**src/rtl/block_aligner_pkg.sv**
```systemverilog
// Shared types and constants for the 64b/66b block aligner.
// Contents:
//   state_t       - aligner FSM states (HUNT, CONFIRM, LOCKED)
//   BLK_W/HDR_W   - 66-bit block made of a 2-bit sync header and a 64-bit payload
//   BUF_W         - width of the gearbox buffer shared with the seeker
//   HDR_DATA/CTRL - the two legal sync header codes
package blkalign_pkg;

    localparam int BLK_W   = 66;
    localparam int HDR_W   = 2;
    localparam int BUF_W   = 194;
    localparam int OFF_W   = 7;
    localparam int DATA_W  = BLK_W - HDR_W;
    // Coarse stage keeps one byte of slack so the fine stage can still shift by 0..7.
    localparam int SLICE_W = BLK_W + 7;

    localparam logic [HDR_W-1:0] HDR_DATA = 2'b01;
    localparam logic [HDR_W-1:0] HDR_CTRL = 2'b10;

    typedef enum logic [1:0] {
        HUNT    = 2'd0,
        CONFIRM = 2'd1,
        LOCKED  = 2'd2
    } state_t;

    function automatic logic hdr_is_valid(input logic [HDR_W-1:0] hdr);
        return (hdr == HDR_DATA) || (hdr == HDR_CTRL);
    endfunction

endpackage

```
**src/rtl/block_aligner_if.sv**
```systemverilog
// Bus bundle between the gearbox/seeker side and the block aligner.
// Inputs to the aligner:  gbox_buffer, buffer_dv, seek_synced, seek_offset
// Outputs of the aligner: blk_hdr_o, blk_data_o, blk_valid_o, locked_o,
//                         lock_offset_o, err_cnt_o, resync_o
// slave  - the aligner's view
// master - the view of whatever drives the gearbox and consumes blocks
interface block_aligner_if;
    import blkalign_pkg::*;

    logic [BUF_W-1:0]  gbox_buffer;
    logic              buffer_dv;
    logic              seek_synced;
    logic [OFF_W-1:0]  seek_offset;
    logic [HDR_W-1:0]  blk_hdr_o;
    logic [DATA_W-1:0] blk_data_o;
    logic              blk_valid_o;
    logic              locked_o;
    logic [OFF_W-1:0]  lock_offset_o;
    logic [4:0]        err_cnt_o;
    logic              resync_o;

    modport slave (
        input  gbox_buffer, buffer_dv, seek_synced, seek_offset,
        output blk_hdr_o, blk_data_o, blk_valid_o, locked_o,
               lock_offset_o, err_cnt_o, resync_o
    );

    modport master (
        output gbox_buffer, buffer_dv, seek_synced, seek_offset,
        input  blk_hdr_o, blk_data_o, blk_valid_o, locked_o,
               lock_offset_o, err_cnt_o, resync_o
    );

endinterface

```
**src/rtl/block_aligner_extract_pipe.sv**
```systemverilog
// Two-stage barrel shifter extracting a 66-bit block from the gearbox buffer.
// Stage 1 shifts by whole bytes (off[6:3]) and keeps a 73-bit slice; stage 2
// shifts by the remaining 0..7 bits. The offset and a sync tag ride along with
// each beat so the consumer sees exactly what the beat was captured with.
// Ports:
//   clk_i, rst_i - clock, async active-high reset
//   buf_i, dv_i  - gearbox buffer and its beat qualifier
//   off_i, tag_i - offset to apply to this beat, side-band flag carried along
//   hdr_o/data_o - extracted header/payload, qualified by valid_o
//   off_o, tag_o - offset and flag that belong to the emitted block
module blk_extract_pipe
    import blkalign_pkg::*;
(
    input  logic              clk_i,
    input  logic              rst_i,
    input  logic [BUF_W-1:0]  buf_i,
    input  logic              dv_i,
    input  logic [OFF_W-1:0]  off_i,
    input  logic              tag_i,
    output logic [HDR_W-1:0]  hdr_o,
    output logic [DATA_W-1:0] data_o,
    output logic              valid_o,
    output logic [OFF_W-1:0]  off_o,
    output logic              tag_o
);

    logic [OFF_W-1:0]   coarse_base;
    logic [SLICE_W-1:0] coarse_slice;
    logic [BLK_W-1:0]   fine_blk;

    logic               s1_valid;
    logic [SLICE_W-1:0] s1_slice;
    logic [2:0]         s1_fine;
    logic [OFF_W-1:0]   s1_off;
    logic               s1_tag;

    // Largest base is 120 (off=127), so base+72 stays inside the 194-bit buffer.
    assign coarse_base  = {off_i[6:3], 3'b000};
    assign coarse_slice = buf_i[coarse_base +: SLICE_W];
    assign fine_blk     = s1_slice[s1_fine +: BLK_W];

    always_ff @(posedge clk_i or posedge rst_i) begin
        if (rst_i) begin
            s1_valid <= 1'b0;
            s1_slice <= '0;
            s1_fine  <= '0;
            s1_off   <= '0;
            s1_tag   <= 1'b0;
            valid_o  <= 1'b0;
            hdr_o    <= '0;
            data_o   <= '0;
            off_o    <= '0;
            tag_o    <= 1'b0;
        end else begin
            s1_valid <= dv_i;
            if (dv_i) begin
                s1_slice <= coarse_slice;
                s1_fine  <= off_i[2:0];
                s1_off   <= off_i;
                s1_tag   <= tag_i;
            end
            valid_o <= s1_valid;
            if (s1_valid) begin
                {hdr_o, data_o} <= fine_blk;
                off_o           <= s1_off;
                tag_o           <= s1_tag;
            end
        end
    end

endmodule

```
**src/rtl/block_aligner.sv**
```systemverilog
// Block aligner: confirms the seeker's sync-header lock, freezes the offset,
// extracts aligned 66-bit blocks and drops lock when header errors pile up.
// Ports:
//   clk_i - system clock
//   rst_i - asynchronous, active-high reset
//   bus   - block_aligner_if.slave: gearbox buffer + seeker result in,
//           extracted blocks and lock status out
//
// state   | meaning
// --------+---------------------------------------------------------------
// HUNT    | follow the seeker offset; wait for a synced beat with legal offset
// CONFIRM | offset frozen; count LOCK_CNT consecutive valid headers
// LOCKED  | offset frozen; count header errors per WIN_LEN-block window
module block_aligner
    import blkalign_pkg::*;
#(
    parameter int MAX_POS  = 65,
    parameter int LOCK_CNT = 32,
    parameter int WIN_LEN  = 1024,
    parameter int ERR_MAX  = 16
) (
    input  logic           clk_i,
    input  logic           rst_i,
    block_aligner_if.slave bus
);

    localparam int GOOD_W = $clog2(LOCK_CNT + 1);
    localparam int WIN_W  = $clog2(WIN_LEN);
    localparam int ERR_W  = 5;
    localparam logic [ERR_W-1:0] ERR_SAT = '1;

    state_t             state_q, state_d;
    logic [OFF_W-1:0]   lock_off_q, lock_off_d;
    logic [GOOD_W-1:0]  good_q, good_d;
    logic [WIN_W-1:0]   blk_q, blk_d;
    logic [ERR_W-1:0]   err_q, err_d;
    logic               resync_q, resync_d;

    logic [OFF_W-1:0]   cap_off;
    logic               cap_tag;
    logic [HDR_W-1:0]   p_hdr;
    logic [DATA_W-1:0]  p_data;
    logic               p_valid;
    logic [OFF_W-1:0]   p_off;
    logic               p_tag;
    logic               p_hdr_ok;
    logic [ERR_W-1:0]   err_inc;
    logic [ERR_W-1:0]   err_next;
    logic               err_hit;

    // The tag marks a beat that may start CONFIRM. It is only raised for beats
    // captured in HUNT, so the offset it carries is always a seeker offset.
    assign cap_off = (state_q == HUNT) ? bus.seek_offset : lock_off_q;
    assign cap_tag = (state_q == HUNT) && bus.seek_synced
                     && (bus.seek_offset <= OFF_W'(MAX_POS));

    blk_extract_pipe u_pipe (
        .clk_i   (clk_i),
        .rst_i   (rst_i),
        .buf_i   (bus.gbox_buffer),
        .dv_i    (bus.buffer_dv),
        .off_i   (cap_off),
        .tag_i   (cap_tag),
        .hdr_o   (p_hdr),
        .data_o  (p_data),
        .valid_o (p_valid),
        .off_o   (p_off),
        .tag_o   (p_tag)
    );

    assign p_hdr_ok = hdr_is_valid(p_hdr);
    assign err_inc  = (err_q == ERR_SAT) ? err_q : err_q + ERR_W'(1);
    assign err_next = p_hdr_ok ? err_q : err_inc;
    assign err_hit  = (err_next >= ERR_W'(ERR_MAX));

    always_ff @(posedge clk_i or posedge rst_i) begin
        if (rst_i) begin
            state_q    <= HUNT;
            lock_off_q <= '0;
            good_q     <= '0;
            blk_q      <= '0;
            err_q      <= '0;
            resync_q   <= 1'b0;
        end else begin
            state_q    <= state_d;
            lock_off_q <= lock_off_d;
            good_q     <= good_d;
            blk_q      <= blk_d;
            err_q      <= err_d;
            resync_q   <= resync_d;
        end
    end

    always_comb begin
        state_d    = state_q;
        lock_off_d = lock_off_q;
        good_d     = good_q;
        blk_d      = blk_q;
        err_d      = err_q;
        resync_d   = 1'b0;

        if (p_valid) begin
            case (state_q)
                HUNT: begin
                    if (p_tag) begin
                        lock_off_d = p_off;
                        good_d     = '0;
                        state_d    = CONFIRM;
                    end
                end
                CONFIRM: begin
                    if (!p_hdr_ok) begin
                        // Seeker is still running, so no resync request here.
                        state_d = HUNT;
                    end else begin
                        good_d = good_q + GOOD_W'(1);
                        if (good_q == GOOD_W'(LOCK_CNT - 1)) begin
                            state_d = LOCKED;
                            blk_d   = '0;
                            err_d   = '0;
                        end
                    end
                end
                LOCKED: begin
                    // Loss of lock wins over a window wrap on the same beat.
                    if (err_hit) begin
                        state_d  = HUNT;
                        err_d    = err_next;
                        resync_d = 1'b1;
                    end else if (blk_q == WIN_W'(WIN_LEN - 1)) begin
                        blk_d = '0;
                        err_d = '0;
                    end else begin
                        blk_d = blk_q + WIN_W'(1);
                        err_d = err_next;
                    end
                end
                default: state_d = HUNT;
            endcase
        end
    end

    assign bus.blk_hdr_o     = p_hdr;
    assign bus.blk_data_o    = p_data;
    assign bus.blk_valid_o   = p_valid;
    assign bus.locked_o      = (state_q == LOCKED);
    assign bus.lock_offset_o = lock_off_q;
    assign bus.err_cnt_o     = err_q;
    assign bus.resync_o      = resync_q;

endmodule

```
**src/flat_wrapper.sv**
```systemverilog
// flat-port wrapper written by rule: the top's interface ports become plain ports
module block_aligner_flat import blkalign_pkg::*;
#(
    parameter int MAX_POS  = 65,
    parameter int LOCK_CNT = 32,
    parameter int WIN_LEN  = 1024,
    parameter int ERR_MAX  = 16
)
  (clk_i, rst_i, bus_gbox_buffer, bus_buffer_dv, bus_seek_synced, bus_seek_offset, bus_blk_hdr_o, bus_blk_data_o, bus_blk_valid_o, bus_locked_o, bus_lock_offset_o, bus_err_cnt_o, bus_resync_o);
  block_aligner_if bus_i ();
  input  logic clk_i;
  input  logic rst_i;
  input wire logic [$bits(bus_i.gbox_buffer)-1:0] bus_gbox_buffer;
  input wire logic [$bits(bus_i.buffer_dv)-1:0] bus_buffer_dv;
  input wire logic [$bits(bus_i.seek_synced)-1:0] bus_seek_synced;
  input wire logic [$bits(bus_i.seek_offset)-1:0] bus_seek_offset;
  output wire logic [$bits(bus_i.blk_hdr_o)-1:0] bus_blk_hdr_o;
  output wire logic [$bits(bus_i.blk_data_o)-1:0] bus_blk_data_o;
  output wire logic [$bits(bus_i.blk_valid_o)-1:0] bus_blk_valid_o;
  output wire logic [$bits(bus_i.locked_o)-1:0] bus_locked_o;
  output wire logic [$bits(bus_i.lock_offset_o)-1:0] bus_lock_offset_o;
  output wire logic [$bits(bus_i.err_cnt_o)-1:0] bus_err_cnt_o;
  output wire logic [$bits(bus_i.resync_o)-1:0] bus_resync_o;
  assign bus_i.gbox_buffer = bus_gbox_buffer;
  assign bus_i.buffer_dv = bus_buffer_dv;
  assign bus_i.seek_synced = bus_seek_synced;
  assign bus_i.seek_offset = bus_seek_offset;
  assign bus_blk_hdr_o = bus_i.blk_hdr_o;
  assign bus_blk_data_o = bus_i.blk_data_o;
  assign bus_blk_valid_o = bus_i.blk_valid_o;
  assign bus_locked_o = bus_i.locked_o;
  assign bus_lock_offset_o = bus_i.lock_offset_o;
  assign bus_err_cnt_o = bus_i.err_cnt_o;
  assign bus_resync_o = bus_i.resync_o;
  block_aligner #(.MAX_POS(MAX_POS), .LOCK_CNT(LOCK_CNT), .WIN_LEN(WIN_LEN), .ERR_MAX(ERR_MAX)) u_core (.clk_i(clk_i), .rst_i(rst_i), .bus(bus_i));
endmodule
```
**config.mk**
```make
export PLATFORM = sky130hd
export DESIGN_NAME = block_aligner_flat
export DESIGN_NICKNAME = d
export VERILOG_FILES = /design/src/rtl/block_aligner_pkg.sv /design/src/rtl/block_aligner_if.sv /design/src/rtl/block_aligner_extract_pipe.sv /design/src/rtl/block_aligner.sv /design/src/flat_wrapper.sv
export SDC_FILE = /design/constraint.sdc
export NUM_CORES = 1
export LEC_CHECK = 0
export CORE_ASPECT_RATIO = 1.75
export CORE_MARGIN = 5
export CORE_UTILIZATION = 35
export DETAILED_ROUTE_END_ITERATION = 6
export PLACE_DENSITY_LB_ADDON = 0.08
export REMOVE_ABC_BUFFERS = 1
export SETUP_SLACK_MARGIN = 0.15
export SYNTH_ARGS = -nofsm -noshare
export SYNTH_HDL_FRONTEND = slang
export SYNTH_HIERARCHICAL = 1
export SYNTH_SLANG_ARGS = --single-unit
```
**constraint.sdc**
```tcl
create_clock -name clk_i -period 9.4 [get_ports clk_i]
set_clock_uncertainty 0.15 [all_clocks]
set_input_delay 1.41 -clock clk_i [delete_from_list [all_inputs] [get_ports clk_i]]
set_output_delay 1.41 -clock clk_i [all_outputs]
set_load 0.01 [all_outputs]
```
==> summary.md <==
| Metric | Value |
|---|---|
| Status | finished with violations |
| Failing checks | design-rule violations |
| Cell Rows | 102 |
| Routed WL | 56.7 mm |
| Switching Fraction | 0.448 |
| Max-Cap Viols | 0 |
| Synth Cell Area | between 15,000 and 20,000 um2 |
| Layer with the highest usage | met2 |
| Most common cell type on the critical path | buf_4 |
| # hold bufs at CTS | 0 |
| Clk sinks | 188 |
| Initial Util | 0.354 |
| CP bufs+invs | 3 |
| Total number of vias | 13.1k |
| Dominant synthesized flop cell | dfrtp_1 |
| GRT Resource Usage Total | 0.226 |
| Min Tclk post-route | about 4.4 ns |
| Critical path data required time | between 9 and 10 ns |
| Period utilisation layout | 0.468 |
| GRT met2 Usage | 0.414 |
| CP arrival | 4.64 ns |
| Die area | 49,400 um2 |
| Post-synthesis cell count | 1,403 |
| Slowest cell delay on critical path | a little over 0.9 ns |
| Power density over the cells | roughly 310 nW/um2 |
| CTS tree | yes |
| Initial antenna violation count | 2 |
| Port buffer count | about 280 |
| Area growth from synthesis to layout | 23.1% |
| Routed wire per std cell | between 20 and 30 um |
| Slew HR | 0.230 |
| Avg Cell Area, Syn | 11.2 um2 |
| Netlist cell types | 68 |
| GRT overflow | 0 |
| Hold Fails Final Rpt | 0 |
| Worst skew pair latency | 0.47 ns |
| Post-DP Area | around 19,000 um2 |
| Top post-synthesis cells by area | dfrtp_1 (30%), mux2i_1 (24%), mux4_2 (18%), mux2_2 (3.1%), a21oi_1 (2.8%) |
| Core area | around 44,000 um2 |
| Hold Crit Class | flip-flop to flip-flop |
| Switch Pwr | 2720 uW |
| Post-synth top area cell | dfrtp_1 |
| Hold_ws | 0.353 ns |
| Drt drc | 1 |
| CP Launch Type | input port |
| Die Ht | 290 um |
| Internal power | roughly 3300 uW |
| Fmax | between 0.2 and 0.25 GHz |
| Post-synth EDFFs | 0 |
| CTS Buf Count | 17 |
| Layout cell share with drive strength beyond 1 | 0.148 |
| RSZ-0062 raised after global routing | no |
| H-tree level count | 4 |
| Fin area | slightly below 20,000 um2 |
| Grt met1 use | 0.265 |
| CP cell instances | clkdlybuf4s50_1 > buf_4 > nand2_1 > buf_4 > nor2_2 > a222oi_1 > o21ai_1 |
| Clock power share | 0.124 |
| Part of the power in combinational logic | 0.610 |
| Placer Congestion | about 0.88 |
| Largest net degree at the start of global routing | 153 |
| Max VDD drop | 0.221 mV |
| Met3 usage | 0.0342 |
| CP Capture Type | flip-flop |
| Post-CTS Setup Bufs | 0 |
| Async SR Flop Fraction | 1.00 |
| Worst-path clk slew | 0.09 ns |
| Sequential area share after synthesis | 0.300 |
| PostCTS Resize Cnt | 0 |
| Register share of total power | 0.266 |
| Vias in the first global route | 13.7k |
| Post-route setup TNS | 0 ns |
| Kind of critical path | input port to flip-flop |
| Crit-path max FO | 32 |
| Fin. max-slew vios | 0 |
| Die X | 170 um |
| N_diodes | 0 |
| Tightest Pin Transition | around 1.2 ns |
| Fin nets | ~1.8k |
| Leakage | 0.00799 uW |
| First-pass GRT wire length | 85.9 mm |
| Final ANT Viol Nets | 0 |
| Vias per cell | ~6.0 |
| Root buffer cell | clkbuf_16 |
| DRT iter0 DRCs | around 950 |
| Final setup fails | 0 |
| Largest buffer count on any clock path | 2 |
| DP HPWL | roughly 44 mm |
| Synth top area share | 0.300 |
| Synth Warn # | 6 |
| Number of iterations in the first detailed-routing pass | 7 |
| I/O pins | ~290 |
| Crit path max-delay cell type | nor2_2 |
| Flop and latch count out of synthesis | between 150 and 200 |
| Cell family with most CP delay | simple AND/OR/NAND/NOR gates |
-- worst register-to-register path: cells and delay by family, from the launching register on --
family / cells / cell delay, ns
buf+inv: 1 / 0.85
compound gates: 2 / 0.44
mux: 2 / 1.43
flops: 1 / 0.49
simple gates: 1 / 0.77
-- kinds of logic (layout without fill, tap and decap cells) --
logic type,after synthesis,in the layout,synth area share
buf+inv,146,351,0.0528
compound gates,288,288,0.123
flops,188,188,0.300
simple gates,222,222,0.0629
mux,554,554,0.458
fa+ha+maj,3,3,0.00239
xor+xnor,2,2,0.00112
-- layout make-up --
class / count / area (um2)
fillers: 4220 / 25000
multi-input cells: 1069 / 10200
flip-flops and latches: 188 / 4720
repair buffers: 306 / 3020
well taps: 572 / 716
clock buffers: 17 / 425
clock inverters: 15 / 183
inverters: 13 / 53.8
-- placed cells by master (no fill, tap or decap), drive strengths merged, types with 4 or more instances in the layout --
cell and instances:
inv 21, nand3 7, a21oi 89, nand2b 5
and3 6, mux2 50, a2bb2oi 13, buf 22
nand2 59, nand4 7, a211o 8, mux2i 378
o221ai 5, dfrtp 188, a211oi 6, o211ai 8
o22ai 30, clkdlybuf4s50 284, mux4 126, a31oi 4
o21ai 56, clkinv 6, clkbuf 17, nor2 106
a222oi 34, and2 7, a22o 5, nand3b 7
-- metal layers --
| metal | wire length [um] | vias up |
|---|---|---|
| met4 | 1890 | 2 |
| met3 | 2890 | 80 |
| met5 | 13 | - |
| met2 | 30500 | 416 |
| met1 | 21400 | 6636 |
| li1 | - | 5917 |
-- cells in the mapped netlist, drive strengths merged (13+ instances only) --
master     n
mux2i    378
dfrtp    188
mux4     126
nor2     106
buf       90
a21oi     89
nand2     59
o21ai     56
mux2      50
clkbuf    43
a222oi    34
o22ai     30
a2bb2oi   13
inv       13
-- power groups by stage --
stage	Sequential, uW	Combinational (uW)	Clock, uW
after floorplan	1580	2550	0
after detailed placement	1630	3720	0
after CTS	1610	3740	773
after global routing	1640	4010	803
final	1610	3690	753
after global placement	1620	3700	0
-- flip-flops by register name, indices dropped and copies added (netlist names), 2 cells and up --
name and cells:
u_core/blk_q 10, u_core/u_pipe/hdr_o 2, u_core/u_pipe/s1_slice 73, u_core/u_pipe/off_o 7, u_core/state_q 2, u_core/u_pipe/data_o 64
u_core/bus.lock_offset_o 7, u_core/bus.err_cnt_o 5, u_core/u_pipe/s1_off 5, u_core/u_pipe/s1_fine 2, u_core/good_q 6
-- worst paths after layout --
check / start / end / depth (start not counted) / slack (ns)
worst min-delay path: u_core/u_pipe/off_o[6] / u_core/bus.lock_offset_o[6] / 1 / 0.35
min in group asynchronous: rst_i / u_core/state_q[0] / 3 / 1.33
max in group asynchronous: rst_i / u_core/u_pipe/s1_valid / 3 / 6.13
worst max-delay path: bus_buffer_dv / u_core/u_pipe/s1_slice[48] / 7 / 5.00
worst max register to register: u_core/state_q[0] / u_core/u_pipe/s1_slice[46] / 6 / 5.12
worst min register to register: u_core/u_pipe/off_o[6] / u_core/bus.lock_offset_o[6] / 1 / 0.35
-- metrics by stage --
stage / setup WS, ns / util / cells / total power (uW)
finish: 5.00 / 0.436 / 2180 / 6060
global route: 4.82 / 0.436 / 2180 / 6450
CTS: 5.08 / 0.436 / 2180 / 6120
detailed placement: 4.57 / 0.423 / 2148 / 5350
global placement: 4.57 / 0.423 / 2148 / 5320
floorplan: 2.33 / - / 1270 / 4130
Note: power is estimated with default switching activity, not from simulation.
